**config.mk**
```make
export PLATFORM = sky130hd
export DESIGN_NAME = tlc_sequencer
export DESIGN_NICKNAME = d
export VERILOG_FILES = /design/src/rtl/tlc_sequencer.sv
export SDC_FILE = /design/constraint.sdc
export NUM_CORES = 1
export LEC_CHECK = 0
export ABC_AREA = 1
export CORE_ASPECT_RATIO = 1.4
export CORE_UTILIZATION = 40
export CTS_CLUSTER_SIZE = 30
export DETAILED_ROUTE_END_ITERATION = 8
export PLACE_DENSITY = 0.63
export SLEW_MARGIN = 10
export SYNTH_ARGS = -nofsm -noshare
export SYNTH_HDL_FRONTEND = slang
export SYNTH_SLANG_ARGS = --single-unit
```
**constraint.sdc**
```tcl
create_clock -name clk_i -period 2.3 [get_ports clk_i]
set_input_delay 0.345 -clock clk_i [delete_from_list [all_inputs] [get_ports clk_i]]
set_output_delay 0.345 -clock clk_i [all_outputs]
set_load 0.02 [all_outputs]
```
**src/rtl/tlc_sequencer.sv**
```systemverilog
// tlc_sequencer: four-way intersection signal sequencer.
//
// NS rests on green; EW green is granted only on demand from the EW vehicle
// sensor or a latched pedestrian request. Every duration is counted in ticks of
// the timebase enable pulse, never in clk cycles. All outputs are registered
// and change on the same clk edge as the state.
//
// Ports:
//   clk_i          system clock
//   rst_ni         asynchronous reset, active-low
//   tick_i         one-clk-wide timebase enable (nominally 1 Hz)
//   ew_sensor_i    EW vehicle present (level)
//   ped_req_i      pedestrian button (level or pulse)
//   flash_mode_i   flashing-yellow override (only with TLC_FLASH_EN)
//   ns_light_o     NS head {red, yellow, green}
//   ew_light_o     EW head {red, yellow, green}
//   ped_walk_o     walk lamp
//   ped_pending_o  pedestrian request latched, not yet served
//   remaining_o    ticks left in the current state, minus 1
//
// Optional feature macro: TLC_FLASH_EN (adds flash_mode_i and flash logic).

module tlc_sequencer #(
    parameter int unsigned GREEN_NS = 10,
    parameter int unsigned GREEN_EW = 6,
    parameter int unsigned YELLOW   = 3,
    parameter int unsigned ALLRED   = 1,
    parameter int unsigned WALK     = 4
) (
    input  logic       clk_i,
    input  logic       rst_ni,
    input  logic       tick_i,
    input  logic       ew_sensor_i,
    input  logic       ped_req_i,
`ifdef TLC_FLASH_EN
    input  logic       flash_mode_i,
`endif
    output logic [2:0] ns_light_o,
    output logic [2:0] ew_light_o,
    output logic       ped_walk_o,
    output logic       ped_pending_o,
    output logic [7:0] remaining_o
);

    typedef enum logic [2:0] {
        StNsG,
        StNsY,
        StArA,
        StEwG,
        StEwY,
        StArB
    } state_e;

    localparam logic [7:0] LdGreenNs = 8'(GREEN_NS - 1);
    localparam logic [7:0] LdGreenEw = 8'(GREEN_EW - 1);
    localparam logic [7:0] LdYellow  = 8'(YELLOW - 1);
    localparam logic [7:0] LdAllRed  = 8'(ALLRED - 1);
    // Timer value at which the walk lamp goes dark (only reachable if WALK < GREEN_EW).
    localparam logic [7:0] WalkEnd   = 8'(GREEN_EW - 1 - WALK);
    localparam logic       WalkShort = (WALK < GREEN_EW);

    localparam logic [2:0] Red    = 3'b100;
    localparam logic [2:0] Yellow = 3'b010;
    localparam logic [2:0] Green  = 3'b001;

    state_e     state_q, state_d;
    logic [7:0] timer_q, timer_d;
    logic       pend_q, pend_d;
    logic       walk_q, walk_d;
    logic [2:0] ns_q, ns_d;
    logic [2:0] ew_q, ew_d;

`ifdef TLC_FLASH_EN
    logic flash_q, flash_d;
    logic phase_q, phase_d;
`endif

    // Lamp decode for a state, returned as {ns, ew}.
    function automatic logic [5:0] lamps(state_e s);
        unique case (s)
            StNsG:   lamps = {Green, Red};
            StNsY:   lamps = {Yellow, Red};
            StEwG:   lamps = {Red, Green};
            StEwY:   lamps = {Red, Yellow};
            default: lamps = {Red, Red};
        endcase
    endfunction

    always_comb begin
        state_d = state_q;
        timer_d = timer_q;
        pend_d  = pend_q | ped_req_i;
        walk_d  = walk_q;
`ifdef TLC_FLASH_EN
        flash_d = flash_mode_i;
        phase_d = phase_q;
`endif

        if (tick_i) begin
            if (timer_q != 8'd0) begin
                timer_d = timer_q - 8'd1;
                if (state_q == StEwG && WalkShort && timer_d == WalkEnd) begin
                    walk_d = 1'b0;
                end
            end else begin
                unique case (state_q)
                    StNsG: begin
                        if (ew_sensor_i || pend_q) begin
                            state_d = StNsY;
                            timer_d = LdYellow;
                        end else begin
                            timer_d = LdGreenNs;  // rest on main road
                        end
                    end
                    StNsY: begin
                        state_d = StArA;
                        timer_d = LdAllRed;
                    end
                    StArA: begin
                        state_d = StEwG;
                        timer_d = LdGreenEw;
                        pend_d  = 1'b0;  // a request on this very edge is served too
                        walk_d  = (WALK != 0);
                    end
                    StEwG: begin
                        state_d = StEwY;
                        timer_d = LdYellow;
                        walk_d  = 1'b0;
                    end
                    StEwY: begin
                        state_d = StArB;
                        timer_d = LdAllRed;
                    end
                    default: begin
                        state_d = StNsG;
                        timer_d = LdGreenNs;
                    end
                endcase
            end
        end

        {ns_d, ew_d} = lamps(state_d);

`ifdef TLC_FLASH_EN
        if (flash_mode_i) begin
            // Sequencer frozen; only the pedestrian latch keeps working.
            state_d = state_q;
            timer_d = timer_q;
            walk_d  = 1'b0;
            pend_d  = pend_q | ped_req_i;
            phase_d = phase_q ^ tick_i;
            ns_d    = phase_d ? 3'b000 : Yellow;
            ew_d    = phase_d ? 3'b000 : Red;
        end else if (flash_q) begin
            // Leaving flash: restart from the all-red clearance.
            state_d = StArB;
            timer_d = LdAllRed;
            walk_d  = 1'b0;
            pend_d  = pend_q | ped_req_i;
            phase_d = 1'b0;
            {ns_d, ew_d} = lamps(StArB);
        end
`endif
    end

    always_ff @(posedge clk_i or negedge rst_ni) begin
        if (!rst_ni) begin
            state_q <= StArB;
            timer_q <= LdAllRed;
            pend_q  <= 1'b0;
            walk_q  <= 1'b0;
            ns_q    <= Red;
            ew_q    <= Red;
        end else begin
            state_q <= state_d;
            timer_q <= timer_d;
            pend_q  <= pend_d;
            walk_q  <= walk_d;
            ns_q    <= ns_d;
            ew_q    <= ew_d;
        end
    end

`ifdef TLC_FLASH_EN
    always_ff @(posedge clk_i or negedge rst_ni) begin
        if (!rst_ni) begin
            flash_q <= 1'b0;
            phase_q <= 1'b0;
        end else begin
            flash_q <= flash_d;
            phase_q <= phase_d;
        end
    end
`endif

    assign ns_light_o    = ns_q;
    assign ew_light_o    = ew_q;
    assign ped_walk_o    = walk_q;
    assign ped_pending_o = pend_q;
    assign remaining_o   = timer_q;

endmodule

```
==> metrics.cfg <==
[clock_network]
cts_tree = built
clk_pin_slew_ps = 100
root_buffer = clkbuf_4
cts_resized = 0
clk_latency_ps = 290
cts_sinks = 19
postCtsHoldBufs = 0
htree_levels = 1
cts_buffers = 3
cts_setup_buffers = 0
cts.path.max_buffers = 2

[global_route]
grt_pass1_vias = 911
antenna_found_initial = 0
grt_pass1_wl_mm = 3.774
track_usage = 0.1703
grt_max_degree = 20
gr-total-overflow = 0

[final_layout]
num_antenna_cells = 0
fill_cells = 269
final_util = 0.5272
final_common_cell = nand2_1
drive_above_1_share = 0.2244
nets = 165
seq_area_um2 = 480.5
syn_to_final_growth_pct = 23.22
final_cell_mix = nand2_1, clkdlybuf4s50_1, inv_1, nor2_1, dfrtp_1
multi_input_area_um2 = 568.0

[synth]
synth_cell_type_count = 30
synth_area_per_cell_um2 = 8.589
synth_nets = 141
synth_seq_cells = 19
yosysWarnings = 0
yosysSeqAreaShare = 0.4206
syn-cell-area_mm2 = 0.001142
syn_inst = 133

[sta]
worst_pin_slew_ps = 298.3
tns_ps = 0
period_needed_ps = 1796
final.period_utilization = 0.7811
slew_violations = 0
clock_skew_ps = 1.086
setup_viol = 0
rsz0062_at_grt = no
maxSlewHeadroom = 0.7991
hold_viol_final = 0
max_freq_ghz = 0.5566

[route]
vias = 907
drc = 0
routedWlPerCell_um = 11.10
drt-initial-drc-count = 20
drt-total-wl_mm = 2.132
drtAntennaViolNets = 0
vias_per_cell = 4.724
first_pass_iters = 4

[pwr]
power.leakage_nw = 0.6456
powerDensity_mw_per_mm2 = 1274
vdd_drop_max_mv = 0.7993

[placement]
hpwl_mm = 1.686
place_congestion = 0.8854
port_buffers = 20

[floorplanning]
die_y_um = 65.23
rows = 22
start_util = 0.4278
dieArea_mm2 = 0.003077
die_w_um = 47.17
io_pins = 21
core_mm2 = 0.002670

[setup_path]
regToRegStartpoint = remaining_o[0]
r2r_slack_ps = 500
cp-end-kind = register
crit_type = reg2reg
timing.rr.end = ew_light_o[2]
worstPathRequired_ps = 2540
r2r_cells = 13
arrival_ps = 2030
start_kind = register
worstPathMaxFanout = 12

[outcome]
status = completed

[min_path]
hold_path_class = in2async

[job]
drv_cap = 0

-- cells by family after synthesis --
kind of cell / share of synthesized area
fa+ha+maj: 0.03286
simple gates: 0.3582
compound gates: 0.08325
xor+xnor: 0.02301
flops: 0.4206
buf+inv: 0.08214
-- synthesized netlist by cell type --
cell type  count  area [um^2]
nand3_1        9        45.04
or2_2          1        6.260
xor2_1         1        8.760
buf_4          1        7.510
a31oi_1        1        6.260
o21ai_2        1        8.760
a41oi_1        1        8.760
a21oi_1        2        10.01
nand2_4        2        22.52
nor3_2         2        20.02
nor2_2         1        6.260
clkbuf_1       1        3.750
o221ai_1       1        8.760
inv_1         15        56.30
nor2_1        15        56.30
o21ai_0        9        45.04
inv_2          4        15.01
nand2_1       24        90.09
dfrtp_1       15        375.4
buf_6          1        11.26
nor3_4         1        16.27
dfstp_2        4        105.1
ha_1           3        37.54
nand4_1        2        12.51
nor2_4         5        56.30
nand3b_4       1        20.02
xnor2_1        2        17.52
o211ai_1       1        7.510
nand2_2        6        37.54
nor2_8         1        20.02
-- metrics by stage --
step | instance area, um^2 | worst slack [ps] | hold WS [ps] | std cells | total power [mW]
final | 1408 | 503.5 | 369.7 | 192 | 1.793
after global routing | 1408 | 333.8 | 401.7 | 192 | 1.960
after CTS | 1408 | 485.3 | 364.2 | 192 | 1.821
after detailed placement | 1380 | 504.9 | 468.6 | 188 | 1.651
after global placement | 1380 | 563.7 | 455.3 | 188 | 1.642
after floorplan | 1142 | 611.0 | 49.41 | 133 | 1.324
-- where the power goes --
part	total [mW]	switching [mW]	internal, mW	leakage [nW]
Sequential	0.634	0.149	0.484	0.228
Clock	0.164	0.0991	0.0648	0.0177
Combinational	0.996	0.570	0.426	0.400
-- worst max-delay path by stage --
stage,to,cells past startpoint,slack (ps),start
after global placement,ew_light_o[2],11,560,remaining_o[0]
after CTS,ew_light_o[2],13,490,remaining_o[0]
after detailed placement,ew_light_o[2],13,500,remaining_o[0]
after floorplan,ns_light_o[0],12,610,remaining_o[0]
final,ew_light_o[2],13,500,remaining_o[0]
after global routing,ew_light_o[2],13,330,remaining_o[0]
-- layout make-up --
class,count,area share
repair buffers,22,0.1529
well taps,36,0.03200
inverters,19,0.05067
clock buffers,3,0.01600
multi-input cells,92,0.4036
flip-flops and latches,19,0.3413
clock inverters,1,0.003556
-- worst max-delay path, cell delays in order, from the launching register on --
cell and delay [ps]:
dfrtp_1 400, inv_1 170, ha_1 180, inv_1 60, nor3_4 140, nand2_4 160, nor2_4 160, inv_2 60
nand2_2 60, nand2_2 70, inv_2 80, nand2_2 60, nor2_4 90, nor2_1 50
-- sequential cells by signal, indices dropped and copies added, names as in the netlist --
signal / count
state_q: 3
ew_light_o: 3
ped_pending_o: 1
ns_light_o: 3
remaining_o: 8
ped_walk_o: 1
-- layer usage --
metal,global-route usage,up-vias,share of wire
met4,0.07500,0,0.016
met1,0.1955,422,0.42
met5,0,-,0
li1,-,467,-
met2,0.2934,14,0.53
met3,0.03022,4,0.037
Power figures use the tool's default switching activity.
